File: config.mk
export PLATFORM = sky130hd
export DESIGN_NAME = fetch_unit
export DESIGN_NICKNAME = d
export VERILOG_FILES = /design/src/rtl/fetch_unit.sv
export SDC_FILE = /design/constraint.sdc
export NUM_CORES = 1
export LEC_CHECK = 0
export ABC_AREA = 1
export ABC_CLOCK_PERIOD_IN_PS = 2500
export CORE_MARGIN = 1
export CORE_UTILIZATION = 40
export DETAILED_ROUTE_END_ITERATION = 8
export GPL_TIMING_DRIVEN = 0
export PLACE_DENSITY = 0.8
export SLEW_MARGIN = 20
export SYNTH_ARGS = -nofsm -noshare
export SYNTH_HDL_FRONTEND = slang
export SYNTH_SLANG_ARGS = --single-unit
File: constraint.sdc
create_clock -name clk -period 2.5 [get_ports clk]
set_input_delay 0.5 -clock clk [delete_from_list [all_inputs] [get_ports clk]]
set_output_delay 0.5 -clock clk [all_outputs]
set_load 0.01 [all_outputs]
File: src/rtl/fetch_unit.sv
// Purpose: instruction-fetch stage. Holds the PC, fetches over req/gnt/rvalid, presents instr + decode fields.
// Latency: IDLE->REQ one cycle after reset; retire -> next instr_valid is 3 cycles minimum (REQ, WAIT, capture).
// Backpressure: imem_req and imem_addr stay asserted until imem_gnt; instr waits indefinitely for imem_rvalid.
//
// Ports:
//   clk, reset_n                        clock, asynchronous active-low reset
//   imem_req/imem_addr/imem_gnt         fetch request handshake (one request outstanding at most)
//   imem_rvalid/imem_rdata              fetch response, only accepted while waiting for it
//   instr_valid/instr/pc/pcplus4        current instruction and its address
//   op/funct3/f7b5                      decode slices of the registered instruction
//   retire/pcsrc/pctarget               PC advance control, sampled only while an instruction is held
//   misalign                            sticky flag: a taken redirect had a non-word-aligned target
module fetch_unit #(
    parameter int              XLEN     = 32,
    parameter logic [XLEN-1:0] RESET_PC = '0
) (
    input  logic            clk,
    input  logic            reset_n,
    output logic            imem_req,
    output logic [XLEN-1:0] imem_addr,
    input  logic            imem_gnt,
    input  logic            imem_rvalid,
    input  logic [31:0]     imem_rdata,
    output logic            instr_valid,
    output logic [31:0]     instr,
    output logic [XLEN-1:0] pc,
    output logic [XLEN-1:0] pcplus4,
    output logic [6:0]      op,
    output logic [2:0]      funct3,
    output logic            f7b5,
    input  logic            retire,
    input  logic            pcsrc,
    input  logic [XLEN-1:0] pctarget,
    output logic            misalign
);

    localparam logic [31:0]     NOP  = 32'h0000_0013;
    localparam logic [XLEN-1:0] FOUR = XLEN'(4);

    typedef enum logic [1:0] {
        IDLE  = 2'd0,
        REQ   = 2'd1,
        WAIT  = 2'd2,
        VALID = 2'd3
    } state_t;

    state_t state;

    // The PC only changes on retire, so it doubles as the stable request address.
    assign imem_addr = pc;
    assign pcplus4   = pc + FOUR;

    // Decode fields come straight from the registered instruction, so they read as NOP fields after reset.
    assign op     = instr[6:0];
    assign funct3 = instr[14:12];
    assign f7b5   = instr[30];

    always_ff @(posedge clk or negedge reset_n) begin
        if (!reset_n) begin
            state       <= IDLE;
            pc          <= RESET_PC;
            instr       <= NOP;
            instr_valid <= 1'b0;
            imem_req    <= 1'b0;
            misalign    <= 1'b0;
        end else begin
            case (state)
                IDLE: begin
                    state    <= REQ;
                    imem_req <= 1'b1;
                end
                REQ: begin
                    // rvalid is deliberately not looked at here: nothing is outstanding yet.
                    if (imem_gnt) begin
                        state    <= WAIT;
                        imem_req <= 1'b0;
                    end
                end
                WAIT: begin
                    if (imem_rvalid) begin
                        instr       <= imem_rdata;
                        instr_valid <= 1'b1;
                        state       <= VALID;
                    end
                end
                VALID: begin
                    if (retire) begin
                        // Redirect targets are forced to word alignment; a dropped low bit is flagged, not trapped.
                        if (pcsrc) begin
                            pc <= {pctarget[XLEN-1:2], 2'b00};
                            if (pctarget[1:0] != 2'b00) begin
                                misalign <= 1'b1;
                            end
                        end else begin
                            pc <= pc + FOUR;
                        end
                        instr_valid <= 1'b0;
                        imem_req    <= 1'b1;
                        state       <= REQ;
                    end
                end
                default: begin
                    state       <= IDLE;
                    instr_valid <= 1'b0;
                    imem_req    <= 1'b0;
                end
            endcase
        end
    end

endmodule

# After elaboration in Yosys (flattened, before gate mapping)
# Index checks and enable logic that the tools add are counted.
[classes] n_addsub=1 eq_ne=6 mux=11 reduce_logical=10
[op_table] operator="32-bit by 3-bit adder with 32-bit output (second input constant)" n=1
[op_table] operator="32-bit two-way mux" n=1
[op_table] operator="3-bit AND reduction" n=3
[op_table] operator="2-bit case mux with 4 select lines" n=1
[op_table] operator="2-bit two-way mux" n=3
[op_table] operator="2-bit inequality test (second input constant)" n=3
[op_table] operator="2-bit equality test (second input constant)" n=2
[op_table] operator="1-bit two-way mux" n=4
[op_table] operator="2-bit AND reduction" n=2
[op_table] operator="4-bit AND reduction" n=1
[op_table] operator="2-bit nonzero test" n=2
[op_table] operator="1-bit case mux with 3 select lines" n=1
[op_table] operator="3-bit nonzero test" n=1
[op_table] operator="2-bit by 1-bit equality test with 1-bit output (second input constant)" n=1
[op_table] operator="2-bit logical NOT" n=1
[op_table] operator="1-bit case mux with 2 select lines" n=1
[totals] ff_bits=69 wordCells=34 inputBits=70 output_inout_bits=142

# Depth between registers and ports, before layout
[logic_depth] word_depth=3 depth_mapped=10 mapped_depth_nobuf=10

# Worst setup path before layout
# OpenSTA, ideal clock, no wires.
[synth_timing] kind="register to output" from="reg pc[2] (netlist: imem_addr[2])" to="out pcplus4[18]" arrival_ns=1.339 setup_slack_ns=0.661 required_ns=2.000 path_buffers=0 stages_incl_launch_ff=7 path_cell_list="dfrtp_1 > ha_1 > nand2_1 > nor2_4 > nand2_4 > nor2_8 > xor2_2"
[synth_via] elab_chain_len=1
[synth_lines] element="start: declaration" line="26" rtl="output logic [XLEN-1:0] pc,"
[synth_lines] element="start signal: assignment" line="90" rtl="pc <= {pctarget[XLEN-1:2], 2'b00};"
[synth_lines] element="start signal: assignment" line="95" rtl="pc <= pc + FOUR;"
[synth_lines] element="32-bit by 3-bit adder with 32-bit output" line="51" rtl="assign pcplus4 = pc + FOUR;"
[synth_lines] element="end: declaration" line="27" rtl="output logic [XLEN-1:0] pcplus4,"
# No other way between the ends.

# Worst setup path in the final report
[layout_timing] from="reg pc[2] (netlist: imem_addr[2])" to="out pcplus4[30]"
# The elaborated chain is that of the path after synthesis.

==> run_results.csv <==
group,metric,value,unit
placement,placed_cell_area,0.006301,mm^2
route,wl,13.52,mm
timing,min_period,2460,ps
finish,final_util,0.7083,
setup_path,cpMostUsedCell,"nand2_1",
setup_path,end_kind,"primary output",
synth,synth_top_area_cell,"dfrtp_1",
floorplan,fp.dieH,102.5,um
route,first_iter_violations,198,
pwr,ir_drop,656.6,uV
placement,gp_congestion,0.9050,
synth,synth_xor_area_frac,0.04554,
floorplan,io_pins,212,
clock_network,clk_latency,340,ps
synth,syn_inst,521,
timing,finalHoldViolations,0,
floorplan,core_area,0.009774,mm^2
placement,port_buffers,205,
floorplan,dieArea,0.01050,mm^2
setup_path,crit_required,2000,ps
finish,drive_above_1_share,0.2291,
clock_network,cts_tree,"done",
clock_network,clock-sinks,67,
placement,dp_hpwl,9.595,mm
timing,relSlewSlack,0.5988,
run,maxCapViolations,0,
synth,ys.warnings.count,0,
route,postRouteAntennaNets,0,
grt,grt_use_total,0.2570,
timing,drv_slew,0,
floorplan,initial_utilization,0.4132,
setup_path,start_kind,"flip-flop",
synth,ys_seq_area_frac,0.4160,
timing,finalCritPeriodShare,0.9841,
grt,grt_pass1_wl,20.57,mm
finish,fillers,781,
synth,avgSynthCellArea,7.752,um^2
finish,n_antenna_cell,0,
grt,grt_pass1_vias,4291,
timing,timing.fmax,406.5,MHz
route,wl_per_cell,14.64,um
clock_network,cts.reportedPaths.clkPinSlew,80,ps
synth,netlist_area,0.004039,mm^2
setup_path,cp_slowest_cell,"dfrtp_2",
pwr,total_power,7.892,mW
clock_network,cts_root_buf,"clkbuf_8",
setup_path,path_class,"reg2out",
clock_network,postCtsHoldBufs,0,
setup_path,arrival,1960,ps
timing,rsz0062_at_grt,"yes",
synth,synthAdderAreaFrac,0.01239,
timing,skew,5.881,ps
clock_network,clockBufferDepth,2,
timing,setup-violations-final,0,
synth,ys_ff_latch,67,
grt,grt_antenna_before_repair,0,
timing,worst_slew_pin_slew,601.8,ps
synth,synth.top_cell.area_share,0.3965,
synth,synth_top_family_by_area,"simple AND/OR/NAND/NOR gates",
finish,syn_to_final_growth,71.41,%
route,drc,0,
grt,grt-ovfl-total,0,
clock_network,cts_made_buffers,9,
min_path,hold_class,"in2async",
finish,nets,859,
pwr,powerDensity,1140,mW/mm^2
synth,synth-compound-area-share,0.07373,
route,first_pass_iters,6,
floorplan,std_cell_rows,36,
pwr,power_leakage,3.389,nW
grt,grt_start_max_net_pins,48,
synth,yosys.area_share.simple,0.3178,
synth,netlist_top_cells_area,"dfrtp_1, nand2_1, buf_4, a22oi_1, inv_1",
setup_path,cp_max_fo,4,
setup_path,path_cells,"ha_4 -> nand2_1 -> nor2_4 -> nand2_4 -> nor2_4 -> nand2_1 -> nand2_1 -> nand2_1 -> dlygate4sd2_1",
clock_network,cts_htree_levels,3,
route,vias_per_cell,4.779,
synth,ys_types,28,
setup_path,max_stage_delay,440,ps
run_status,outcome,"finished clean",
floorplan,die_w,102.5,um
synth,synth_mux_area_frac,0,
route,vias,4411,
finish,fin_area,0.006923,mm^2
-- critical path: cells and delay by family (launching register included) --
kind	cells	cell delay (ps)
fa+ha+maj	1	180
simple gates	7	710
flops	1	440
buf+inv	1	290
-- sequential cells by signal (all words and copies together), names as in the netlist --
| name | count |
|---|---|
| misalign | 1 |
| state | 2 |
| imem_addr | 30 |
| instr | 32 |
| imem_req | 1 |
| instr_valid | 1 |
-- synthesized netlist by cell type (all sizes together) --
| cell type | count |
|---|---|
| nor2 | 40 |
| and2 | 3 |
| dfstp | 3 |
| nand3b | 7 |
| or2 | 1 |
| xor2 | 14 |
| a32o | 1 |
| nand3 | 11 |
| conb | 1 |
| dfrtp | 64 |
| inv | 35 |
| ha | 4 |
| buf | 49 |
| xnor2 | 1 |
| o21bai | 1 |
| a21oi | 2 |
| a22oi | 26 |
| nand2 | 233 |
| o211ai | 4 |
| clkbuf | 12 |
| o21ai | 9 |
-- routing by layer --
metal | GRT usage | share of wire | up-vias
met5 | 0 | 0 | -
met4 | 0.1121 | 0.032 | 0
met3 | 0.05062 | 0.079 | 34
met2 | 0.4456 | 0.50 | 205
met1 | 0.3087 | 0.39 | 2071
li1 | - | - | 2101
-- layout make-up --
type / instances / area, um^2 / area share
multi-input combinational: 363 / 1908 / 0.2756
clock buffer: 11 / 151.4 / 0.02187
sequential: 67 / 1709 / 0.2469
inverter: 35 / 131.4 / 0.01898
buffer: 61 / 407.9 / 0.05892
tap: 133 / 166.4 / 0.02404
clock inverter: 5 / 83.83 / 0.01211
timing repair buffer: 248 / 2365 / 0.3416
-- report_power, final --
part | switching (mW) | internal [mW]
Sequential | 0.453 | 1.61
Clock | 0.449 | 0.620
Combinational | 2.06 | 2.69
Total | 2.97 | 4.93
-- cell usage in the layout, fill, tap and decap left out, drive strengths merged --
cell type / netlist / routed
a21oi: 2 / 2
a22oi: 26 / 26
a32o: 1 / 1
and2: 3 / 3
buf: 49 / 94
bufinv: 0 / 2
clkbuf: 12 / 24
clkdlybuf4s15: 0 / 2
clkdlybuf4s50: 0 / 180
clkinvlp: 0 / 2
conb: 1 / 6
dfrtp: 64 / 64
dfstp: 3 / 3
dlygate4sd2: 0 / 18
dlymetal6s2s: 0 / 2
ha: 4 / 4
inv: 35 / 36
nand2: 233 / 233
nand3: 11 / 11
nand3b: 7 / 7
nor2: 40 / 40
o211ai: 4 / 4
o21ai: 9 / 9
o21bai: 1 / 1
or2: 1 / 1
xnor2: 1 / 1
xor2: 14 / 14
-- kinds of logic after synthesis --
family	Yosys count
buf+inv	96
compound gates	43
simple gates	295
flops	67
xor+xnor	15
fa+ha+maj	4
other cells	1
-- what timing repair did --
action	4_1_cts	5_1_grt
setup buffers	36	6
resized for setup	55	20
setup endpoints to repair	24	15
pin swaps	7	9
endpoints found under the hold margin	0	0
gates cloned	0	0
-- path summary, 6_finish.rpt --
path | from | slack, ps | end | cells past startpoint
worst max-delay path | imem_addr[2] | 40 | pcplus4[30] | 9
worst min register to register | instr[8] | 480 | instr[8] | 2
max in group asynchronous | reset_n | 1910 | imem_addr[19] | 2
min in group clk | instr[8] | 480 | instr[8] | 2
worst max register to register | state[1] | 690 | imem_addr[6] | 8
worst min-delay path | reset_n | 30 | instr[17] | 1
-- metrics by stage --
step	hold WS [ps]	setup TNS (ps)	setup slack (ps)	std cells
floorplan	204.4	0	661.1	526
detailed placement	409.2	0	23.75	865
finish	34.35	0	39.69	923
global route	45.74	-205.9	-78.31	923
global placement	458.0	-87540	-1344	864
CTS	31.93	0	27.65	917
Note: power is estimated with default switching activity, not from simulation.
